<file path="src/rtl/mem_access_unit_pkg.sv">
// Shared types for the memory access stage: bus sizes, fault codes, FSM states, funct3 encodings.
// Pure declarations; no latency or backpressure of its own.
package mem_access_unit_pkg;

   typedef enum logic [2:0] {
      MSIZE1 = 3'd0,
      MSIZE2 = 3'd1,
      MSIZE4 = 3'd2,
      MSIZE8 = 3'd3
   } msize_t;

   typedef enum logic [1:0] {
      FAULT_NONE    = 2'd0,
      FAULT_LD_MIS  = 2'd1,
      FAULT_ST_MIS  = 2'd2,
      FAULT_ILLEGAL = 2'd3
   } lsu_fault_t;

   typedef enum logic [1:0] {
      ST_IDLE = 2'd0,
      ST_REQ  = 2'd1,
      ST_RESP = 2'd2
   } lsu_state_t;

   localparam logic [2:0] F3_B  = 3'b000;
   localparam logic [2:0] F3_H  = 3'b001;
   localparam logic [2:0] F3_W  = 3'b010;
   localparam logic [2:0] F3_D  = 3'b011;
   localparam logic [2:0] F3_BU = 3'b100;
   localparam logic [2:0] F3_HU = 3'b101;
   localparam logic [2:0] F3_WU = 3'b110;

   // Accepted-op attributes carried from IDLE into REQ for the load extract
   typedef struct packed {
      logic       store;
      logic [2:0] funct3;
   } meta_t;

   function automatic msize_t f3_to_msize(input logic [2:0] funct3);
      return msize_t'({1'b0, funct3[1:0]});
   endfunction

endpackage

</file>
<file path="src/rtl/mem_load_align.sv">
// Lane extract plus sign/zero extend of a bus read word at a byte offset.
// Combinational, zero latency; no backpressure.
module mem_load_align
   import mem_access_unit_pkg::*;
#(
   parameter int XLEN = 64,
   localparam int NB = XLEN / 8,
   localparam int OB = $clog2(NB)
) (
   input  logic [XLEN-1:0] data,
   input  logic [OB-1:0]   offset,
   input  logic [2:0]      funct3,
   output logic [XLEN-1:0] result
);

   logic [XLEN-1:0] shifted;
   logic [XLEN-1:0] mask;
   logic            sign_bit;

   always_comb begin
      shifted  = data >> {offset, 3'b000};
      mask     = '1;
      sign_bit = 1'b0;
      case (funct3[1:0])
         2'b00: begin
            mask     = XLEN'(8'hFF);
            sign_bit = shifted[7];
         end
         2'b01: begin
            mask     = XLEN'(16'hFFFF);
            sign_bit = shifted[15];
         end
         2'b10: begin
            mask     = XLEN'(32'hFFFF_FFFF);
            sign_bit = shifted[31];
         end
         default: begin
            mask     = '1;
            sign_bit = 1'b0;
         end
      endcase
      // funct3[2] selects zero extension; otherwise the field's top bit fills the upper lanes
      result = (shifted & mask) | ((!funct3[2] && sign_bit) ? ~mask : '0);
   end

endmodule

</file>
<file path="src/rtl/mem_access_unit.sv">
// Memory-stage load/store unit: registers the access, holds a bus request until data_ok, returns an extended result.
// Latency: load/store 2+ cycles (bus dependent), faults 1 cycle; stalls the pipeline until the resp_valid cycle.
module mem_access_unit
   import mem_access_unit_pkg::*;
#(
   parameter int XLEN           = 64,
   parameter int ADDR_W         = 64,
   parameter bit ALLOW_MISALIGN = 1'b0,
   localparam int NB = XLEN / 8,
   localparam int OB = $clog2(NB)
) (
   input  logic              clk,
   input  logic              reset,
   input  logic              op_valid,
   input  logic              op_store,
   input  logic [2:0]        op_funct3,
   input  logic [ADDR_W-1:0] op_addr,
   input  logic [XLEN-1:0]   op_wdata,
   input  logic              flush,
   output logic              stall,
   output logic              resp_valid,
   output logic [XLEN-1:0]   resp_rdata,
   output logic [1:0]        resp_fault,
   output logic              dreq_valid,
   output logic [ADDR_W-1:0] dreq_addr,
   output msize_t            dreq_size,
   output logic [NB-1:0]     dreq_strobe,
   output logic [XLEN-1:0]   dreq_data,
   input  logic              dresp_data_ok,
   input  logic [XLEN-1:0]   dresp_data
);

   lsu_state_t      state_q, state_d;
   meta_t           meta_q;
   logic            flush_q;
   logic            accept;
   logic            squash;
   logic            illegal;
   logic            misaligned;
   lsu_fault_t      fault_d;
   logic [OB-1:0]   offset;
   logic [NB-1:0]   size_lanes;
   logic [XLEN-1:0] wdata_mask;
   logic [XLEN-1:0] load_result;

   assign accept = op_valid && !flush && (state_q == ST_IDLE);
   assign offset = op_addr[OB-1:0];
   assign squash = flush || flush_q;

   always_comb begin
      size_lanes = '0;
      misaligned = 1'b0;
      case (op_funct3[1:0])
         2'b00: begin
            size_lanes = NB'(8'h01);
            misaligned = 1'b0;
         end
         2'b01: begin
            size_lanes = NB'(8'h03);
            misaligned = op_addr[0];
         end
         2'b10: begin
            size_lanes = NB'(8'h0F);
            misaligned = |op_addr[1:0];
         end
         default: begin
            size_lanes = NB'(8'hFF);
            misaligned = |op_addr[2:0];
         end
      endcase
      if (ALLOW_MISALIGN) misaligned = 1'b0;
      wdata_mask = '0;
      for (int i = 0; i < NB; i++) wdata_mask[8*i +: 8] = {8{size_lanes[i]}};
   end

   // A 32-bit datapath has no doubleword access and no lwu
   assign illegal = (op_funct3 == 3'b111) || (op_store && op_funct3[2]) ||
                    ((XLEN == 32) && ((op_funct3[1:0] == 2'b11) || (op_funct3 == F3_WU)));

   always_comb begin
      fault_d = FAULT_NONE;
      if (illegal)         fault_d = FAULT_ILLEGAL;
      else if (misaligned) fault_d = op_store ? FAULT_ST_MIS : FAULT_LD_MIS;
   end

   always_ff @(posedge clk or posedge reset) begin
      if (reset) state_q <= ST_IDLE;
      else       state_q <= state_d;
   end

   always_comb begin
      state_d = state_q;
      case (state_q)
         ST_IDLE: if (accept) state_d = (fault_d == FAULT_NONE) ? ST_REQ : ST_RESP;
         // A flushed transaction still has to finish on the bus, but reports nothing
         ST_REQ:  if (dresp_data_ok) state_d = squash ? ST_IDLE : ST_RESP;
         ST_RESP: state_d = ST_IDLE;
         default: state_d = ST_IDLE;
      endcase
   end

   always_comb begin
      dreq_valid = (state_q == ST_REQ);
      resp_valid = (state_q == ST_RESP) && !flush;
      stall      = op_valid && (state_q != ST_RESP) && !reset;
   end

   always_ff @(posedge clk or posedge reset) begin
      if (reset) begin
         meta_q      <= '0;
         flush_q     <= 1'b0;
         dreq_addr   <= '0;
         dreq_size   <= MSIZE1;
         dreq_strobe <= '0;
         dreq_data   <= '0;
         resp_rdata  <= '0;
         resp_fault  <= '0;
      end else begin
         case (state_q)
            ST_IDLE: begin
               if (accept) begin
                  meta_q     <= '{store: op_store, funct3: op_funct3};
                  resp_fault <= fault_d;
                  if (fault_d == FAULT_NONE) begin
                     dreq_addr   <= op_addr;
                     dreq_size   <= f3_to_msize(op_funct3);
                     dreq_strobe <= op_store ? NB'(size_lanes << offset) : '0;
                     dreq_data   <= op_store ? ((op_wdata & wdata_mask) << {offset, 3'b000}) : '0;
                  end
               end
            end
            ST_REQ: begin
               if (flush) flush_q <= 1'b1;
               if (dresp_data_ok) begin
                  flush_q     <= 1'b0;
                  dreq_addr   <= '0;
                  dreq_size   <= MSIZE1;
                  dreq_strobe <= '0;
                  dreq_data   <= '0;
                  if (!meta_q.store && !squash) resp_rdata <= load_result;
               end
            end
            ST_RESP: begin
               resp_rdata <= '0;
               resp_fault <= '0;
            end
            default: ;
         endcase
      end
   end

   mem_load_align #(
      .XLEN (XLEN)
   ) u_load_align (
      .data   (dresp_data),
      .offset (dreq_addr[OB-1:0]),
      .funct3 (meta_q.funct3),
      .result (load_result)
   );

endmodule

</file>
<file path="config.mk">
export PLATFORM = sky130hd
export DESIGN_NAME = mem_access_unit
export DESIGN_NICKNAME = d
export VERILOG_FILES = /design/src/rtl/mem_access_unit_pkg.sv /design/src/rtl/mem_load_align.sv /design/src/rtl/mem_access_unit.sv
export SDC_FILE = /design/constraint.sdc
export NUM_CORES = 1
export LEC_CHECK = 0
export CAP_MARGIN = 30
export CORE_AREA = 5 5 182 184
export DETAILED_ROUTE_END_ITERATION = 7
export DIE_AREA = 0 0 187 189
export PLACE_DENSITY = 0.77
export SYNTH_ARGS = -nofsm -noshare
export SYNTH_HDL_FRONTEND = slang
export SYNTH_HIERARCHICAL = 1
export SYNTH_SLANG_ARGS = --single-unit
export TNS_END_PERCENT = 10
</file>
<file path="constraint.sdc">
create_clock -name clk -period 8 [get_ports clk]
set_input_delay 1.6 -clock clk [delete_from_list [all_inputs] [get_ports clk]]
set_output_delay 1.6 -clock clk [all_outputs]
set_load 0.01 [all_outputs]
</file>
After elaboration in Yosys (flattened, before gate mapping). Cells that the tools add are included. Widths: inputs -> output; s select.

Add/sub/neg operators: 0. Multiply operators: 0. Divide/modulo/power cells: 0. $lt $le $gt $ge: 0. Equal/unequal tests: 12. Shift operators: 3. Muxes and demuxes: 37. Bitwise logic cells: 4. Reductions and logical operators: 31.

Operators by type and width (number): $mux 64 (9); $pmux 64 s2 (3); $pmux 64 s3 (1); $and 64x64->64 (2); $not 64->64 (1); $or 64x64->64 (1); $shl 64x6->64 (1); $shr 64x6->64 (1); $mux 8 (4); $pmux 8 s3 (1); $mux 2 (8); $pmux 8 s2 (1); $mux 3 (3); $logic_and 1x1->1 (8); $logic_not 2->1 (4); $pmux 2 s2 (2); $reduce_and 2->1 (4); $reduce_bool 2->1 (4); $shl 8x3->8 (1); $eq 2x1->1 const B (3); $eq 2x2->1 const B (3); $ne 2x1->1 const B (3); $pmux 1 s3 (2); $pmux 3 s2 (1); other kinds (9) (16).

Register bits: 212. Latch bits: 0. Memory bits (writable): 0. Bits in read-only memories: 0. Input bits: 201. Output and inout bits: 208. Word-level logic and storage cells: 97. Memories: 0.

Logic depth before layout (Yosys ltp). Gate-level depths: netlist (run 1).

Depth after elaboration: 8. Depth in mapped cells: 10. Gate-level depth less buffers: 6.

By module. The synthesis (run 1) kept the hierarchy.

Modules (own cells, without submodules): mem_access_unit (times used 1, cells each 1122, area each 10740.3 um2); mem_load_align (times used 1, cells each 282, area each 2449.8 um2).

Least setup slack after synthesis (run 1). Ideal clock, no wire load.

Path kind: input -> output. Start: input port reset. End: output port stall. Data arrival time: 6.620 ns. Slack: -0.220 ns. Cell stages on the path: 2. Buffers on the path: 0. Cells stage by stage: inv_1 > and3_1.

Longest elaborated chain between the ends: 2.

RTL lines: start, declared (RTL line mem_access_unit.sv:13) `input logic reset,`; $logic_not 1->1 (no source line); $logic_and 1x1->1 (RTL line mem_access_unit.sv:105) `stall = op_valid && (state_q != ST_RESP) && !reset;`; end, declared (RTL line mem_access_unit.sv:20) `output logic stall,`.

Every way passes these cells.

Worst setup path after layout (run 1). Same ends and word-level chain as after synthesis.

==> run_results.csv, run 1 <==
group,metric,value,unit
run_status,status,"completed",
global_routing,overflow,0,
sta,rsz0062_at_grt,"no",
clocking,root_buffer,"clkbuf_16",
sta,finalSetupViolCount,0,
worst_setup_path,setup.worst_path.end,"stall",
pwr,clock_power_share,0.251,
floorplan,die_w,187,um
floorplan,placeableCoreArea,31200,um2
sta,finalHoldViolations,0,
drt,viasPerCell,6.20,
worst_setup_path,r2r.worst_path.cells,7,
worst_setup_path,worstPathMaxFanout,36,
floorplan,die_h,189,um
place,io_buffers,407,
pwr,power.share.combinational,0.449,
drt,totalWireLength,51400,um
pwr,p_int,3.39,mW
cells_and_area,fin_util,0.588,
drt,vias,13200,
synth,postSynthCellCount,1404,
cells_and_area,instances_no_fill,2132,
worst_setup_path,cp.arrival,3.79,ns
pwr,switchingPower,1.95,mW
drt,drc,0,
cells_and_area,fin_nets,1910,
floorplan,io_pins,409,
worst_setup_path,cp_slowest_cell,"clkinvlp_4",
drt,drt_iter0_drc,1512,
worst_setup_path,start_kind,"primary input",
clocking,post-cts-setup-buffers,0,
worst_setup_path,path_cells,"clkdlybuf4s50_1, clkinvlp_4, and3_1, clkdlybuf4s50_1",
sta,setup_tns,0,ns
pwr,seqPwrFrac,0.299,
sta,period_needed,5.39,ns
synth,ys_seq_area_frac,0.400,
place,dp.cells,2081,
floorplan,initial_core_util,0.422,
flow_run,drv_cap,0,
pwr,switching_share,0.365,
drt,ant_nets,0,
synth,synth-edff-count,0,
worst_setup_path,rrSetupSlack,4.83,ns
pwr,vdd_drop_max,0.159,mV
sta,fmax,185,MHz
drt,drt_pre_antenna_iters,5,
worst_setup_path,cp_common_cell,"clkdlybuf4s50_1",
pwr,total_power,5.34,mW
worst_setup_path,rr_endpoint,"dreq_data[13]",
worst_setup_path,cp-startpoint,"reset",
global_routing,grt_first_pass_wirelength,78900,um
synth,netlist.area_leader.share,0.400,
min_path,hold-path-cell-count,2,
clocking,cts_buffer_depth,3,
sta,relSlewSlack,0.257,
sta,drv_slew,0,
synth,yosys_register_bits,211,
global_routing,grt_pass1_vias,13300,
global_routing,grt_start_max_net_pins,129,
worst_setup_path,slowest_delay,0.66,ns
worst_setup_path,critPathKind,"primary input to output pin",
clocking,numClockSinks,211,
synth,synthesis.area,13200,um2
synth,netlist_top_cells_area,"dfrtp_1 (40%), nand2_1 (8.1%), o31ai_1 (6.7%)",
min_path,hold_class,"flop to flop",
sta,worstMarginPinSlew,1.11,ns
clocking,cts_tree,"built",
floorplan,floorplan.rows,65,
cells_and_area,drive_above_1_share,0.116,
synth,synth_cell_types,66,
global_routing,grt_use_total,0.276,
clocking,clk_latency,0.54,ns
cells_and_area,syn_to_final_growth,39.2,%
worst_setup_path,crit_required,6.40,ns
synth,synth_nets,1605,
pwr,power.leakage,7.60,nW
synth,synth-warning-count,6,
global_routing,antenna_found_initial,2,
cells_and_area,fill_cells,2708,
place,gp_congestion,0.936,
clocking,holdBufCountCts,0,
synth,async_reset_ff_frac,1.00,
clocking,numCtsBuffers,26,
clocking,clk_pin_slew,0.06,ns
pwr,pwr_density_cell,291,nW/um2
sta,skew,0.0125,ns
place,dp.final_hpwl,36000,um
synth,synth_top_flop_cell,"dfrtp_1",
floorplan,dieArea,35300,um2
clocking,cts_resized,0,
drt,wl_per_cell,24.1,um
sta,fin_crit_sh,0.674,
synth,yosysTopAreaCell,"dfrtp_1",
clocking,h-tree-depth,1,
worst_setup_path,r2r_start,"state_q[0]",
synth,avgSynthCellArea,9.39,um2
worst_setup_path,crit_path_end_kind,"output pin",
critical path, delay by kind of cell:
family                 cells  cell delay (ns)
and+or+nand+nor            1             0.51
buffers and inverters      3             1.67
final cells by class:
cell class              instances  area, um2  share of cell area
repair buffers                433       4380               0.239
clock buffers                  32        714              0.0389
diodes                          1       2.50            0.000136
multi-input cells            1029       7180               0.391
clock inverters                16        264              0.0144
inverters                       8       33.8             0.00184
well taps                     402        503              0.0274
flip-flops and latches        211       5290               0.288
synthesized netlist by cell type (18+ instances only):
cell,number
mux4_2,32
a22o_1,18
o21ai_0,176
o31ai_1,118
nand4_2,20
mux2i_1,66
dfrtp_1,211
nand2_1,286
mux2_2,50
buf_2,21
clkbuf_1,100
nor2_1,24
layout by cell type, fill, tap and decap left out, types with 20 or more instances in the layout:
| cell type | count |
|---|---|
| nand2_1 | 286 |
| buf_4 | 21 |
| clkbuf_16 | 27 |
| nor2_1 | 24 |
| mux2_2 | 50 |
| o31ai_1 | 118 |
| nand4_2 | 20 |
| dfrtp_1 | 209 |
| mux2i_1 | 66 |
| o21ai_0 | 176 |
| mux4_2 | 32 |
| clkdlybuf4s50_1 | 405 |
worst min path at each step:
stage                              start        endpoint
final                     resp_rdata[17]  resp_rdata[17]
after global routing      resp_rdata[54]  resp_rdata[54]
after CTS                  resp_rdata[9]   resp_rdata[9]
after detailed placement   resp_rdata[1]   resp_rdata[1]
after global placement    resp_rdata[62]  resp_rdata[62]
after floorplan                meta_q[3]       meta_q[3]
kinds of logic (layout without fill, tap and decap cells):
| group | count (synthesis) | in the layout | synth area share |
|---|---|---|---|
| muxes | 149 | 149 | 0.148 |
| other | 1 | 2 | 0.000284 |
| AOI/OAI and AO/OA | 466 | 466 | 0.240 |
| buffers and inverters | 164 | 489 | 0.0598 |
| and+or+nand+nor | 413 | 413 | 0.151 |
| DFF | 211 | 211 | 0.400 |
layer usage:
| layer | share of wire | track usage | wire length [um] | vias to the layer above |
|---|---|---|---|---|
| li1 | - | - | - | 5838 |
| met2 | 0.46 | 0.445 | 23900 | 815 |
| met5 | 0.00041 | 0 | 21 | - |
| met1 | 0.39 | 0.352 | 19900 | 6414 |
| met3 | 0.10 | 0.0747 | 5180 | 140 |
| met4 | 0.047 | 0.119 | 2420 | 4 |
stage by stage:
| stage | setup slack [ns] | cell area (um2) | hold slack (ns) |
|---|---|---|---|
| floorplan | 1.02 | 13200 | 0.482 |
| finish | 2.61 | 18400 | 0.479 |
| detailed placement | 2.51 | 17300 | 0.471 |
| CTS | 2.51 | 18300 | 0.485 |
| global placement | 2.52 | 17200 | 0.460 |
| global route | 2.39 | 18400 | 0.503 |
flip-flops by register name (all words and copies together) (netlist names):
register     flops
dreq_data       64
resp_rdata      64
dreq_addr       64
dreq_strobe      8
meta_q           4
resp_fault       2
dreq_size        2
flush_q          1
state_q          2
power by group through the flow:
stage	combinational [mW]	sequential (mW)	clock (mW)
detailed placement	2.37	1.61	0
floorplan	1.15	1.71	0
global placement	2.33	1.60	0
global route	2.58	1.64	1.40
finish	2.40	1.60	1.34
CTS	2.38	1.60	1.36
Note: power is estimated with default switching activity, not from simulation.
==> run 2, diff against run 1 <==
- CORE_AREA: 5 5 182 184 -> 5 5 172 174
- DIE_AREA: 0 0 187 189 -> 0 0 177 179
- PLACE_DENSITY: 0.77 -> 0.81
- clock period: 8 -> 5.03 ns (I/O delays scaled with it)
==> run_results.csv, run 2 (synthesis results as in run 1) <==
group,metric,value,unit
sta,relSlewSlack,0.269,
global_routing,antenna_found_initial,4,
worst_setup_path,path_cells,"nand2b_2, buf_4, nor2_1, clkdlybuf4s50_1",
min_path,hold_class,"flop to flop",
clocking,post-cts-setup-buffers,0,
sta,skew,0.0124,ns
cells_and_area,multiInputGateArea,7170,um2
cells_and_area,syn_to_final_growth,37.8,%
cells_and_area,regArea,5290,um2
sta,finalSetupViolCount,0,
sta,fin_crit_sh,0.703,
sta,setup_tns,0,ns
flow_run,drv_cap,0,
floorplan,io_pins,409,
clocking,numClockSinks,211,
drt,drt_iter0_drc,1673,
cells_and_area,instances_no_fill,2112,
floorplan,floorplan.rows,61,
sta,rsz0062_at_grt,"no",
clocking,cts_tree,"built",
place,io_buffers,407,
pwr,power.leakage,7.55,nW
clocking,clk_pin_slew,0.06,ns
clocking,cts_buffer_depth,3,
worst_setup_path,cp_slowest_cell,"dfrtp_1",
pwr,pwr_density_cell,448,nW/um2
worst_setup_path,critPathKind,"flop to output pin",
drt,vias,13200,
clocking,cts_resized,0,
drt,viasPerCell,6.23,
pwr,vdd_drop_max,0.297,mV
global_routing,grt_use_total,0.308,
pwr,total_power,8.14,mW
cells_and_area,fin_nets,1914,
place,dp.cells,2062,
clocking,h-tree-depth,1,
drt,ant_nets,0,
floorplan,die_w,177,um
worst_setup_path,critical_path.top_delay_family,"buffers and inverters",
cells_and_area,fill_cells,2285,
floorplan,initial_core_util,0.477,
floorplan,dieArea,31700,um2
drt,wl_per_cell,24.2,um
floorplan,placeableCoreArea,27600,um2
sta,worstMarginPinSlew,1.09,ns
cells_and_area,drive_above_1_share,0.114,
clocking,holdBufCountCts,0,
global_routing,grt_first_pass_wirelength,76900,um
drt,drc,0,
worst_setup_path,cp.arrival,2.53,ns
sta,drv_slew,0,
floorplan,die_h,179,um
worst_setup_path,worstPathMaxFanout,68,
global_routing,grt_pass1_vias,13000,
drt,totalWireLength,51200,um
place,dp.final_hpwl,36300,um
worst_setup_path,crit_buf_inv,2,
drt,drt_pre_antenna_iters,6,
worst_setup_path,crit_required,4.02,ns
sta,fmax,283,MHz
worst_setup_path,crit_path_end_kind,"output pin",
sta,whs,0.478,ns
sta,period_needed,3.54,ns
place,gp_congestion,0.951,
cells_and_area,mostFrequentLayoutCells,"clkdlybuf4s50_1 (406), nand2_1 (286), dfrtp_1 (209)",
cells_and_area,reg_top3,"dreq_addr x64, dreq_data x64, resp_rdata x64",
run_status,status,"completed",
worst_setup_path,start_kind,"flop",
clocking,numCtsBuffers,25,
global_routing,grt_start_max_net_pins,157,
cells_and_area,mostFrequentLayoutCell,"clkdlybuf4s50_1",
global_routing,overflow,0,
worst_setup_path,slowest_delay,0.60,ns
sta,finalHoldViolations,0,
clocking,root_buffer,"clkbuf_16",
clocking,clk_latency,0.53,ns
==> run 2: where the power goes <==
| part | internal, mW | switching (mW) | total [mW] | leakage (nW) |
|---|---|---|---|---|
| clock | 1.03 | 0.741 | 1.77 | 0.390 |
| combinational | 1.85 | 1.92 | 3.78 | 4.40 |
| sequential | 2.20 | 0.386 | 2.59 | 2.76 |
==> run 2: worst reg2reg max path, cell delays in order (launching register included) <==
cell,delay [ns]
dfrtp_1,0.50
buf_4,0.28
nor2b_1,0.68
and2_1,0.62
nand2_1,0.35
o2111ai_1,0.30
nand2_1,0.08
o21ai_0,0.16
==> run 2: final timing paths <==
kind / cells after the start / slack (ns) / end / start
hold reg to reg: 2 / 0.48 / resp_rdata[13] / resp_rdata[13]
setup / recovery: 4 / 1.49 / resp_valid / state_q[0]
min in group asynchronous: 3 / 1.10 / dreq_addr[50] / reset
hold / removal: 2 / 0.48 / resp_rdata[13] / resp_rdata[13]
setup reg to reg: 7 / 1.97 / resp_rdata[53] / dreq_addr[2]
max in group asynchronous: 4 / 2.57 / dreq_addr[0] / reset
==> run 2: final cells by class <==
cell class,instances,area share
tap,378,0.0260
antenna,4,0.000551
sequential,211,0.291
multi-input combinational,1029,0.395
clock buffer,33,0.0388
timing repair buffer,438,0.242
inverter,8,0.00186
clock inverter,11,0.00482
==> run 2: metal layers <==
layer  vias to the layer above  wire length [um]  part of all wire  track usage
li1                       5855                 -                 -            -
met3                       140              5740              0.11       0.0776
met4                         4              2210             0.043        0.116
met5                         -                32           0.00063            0
met2                       828             23800              0.47        0.505
met1                      6329             19300              0.38        0.397
==> run 2: metrics by stage <==
step	utilization	area, um2	setup slack [ns]
6_report	0.658	18200	1.49
5_1_grt	0.657	18200	1.38
3_5_place_dp	0.627	17300	1.16
3_3_place_gp	0.624	17200	1.23
2_1_floorplan	-	13200	-0.604
4_1_cts	0.656	18100	1.49
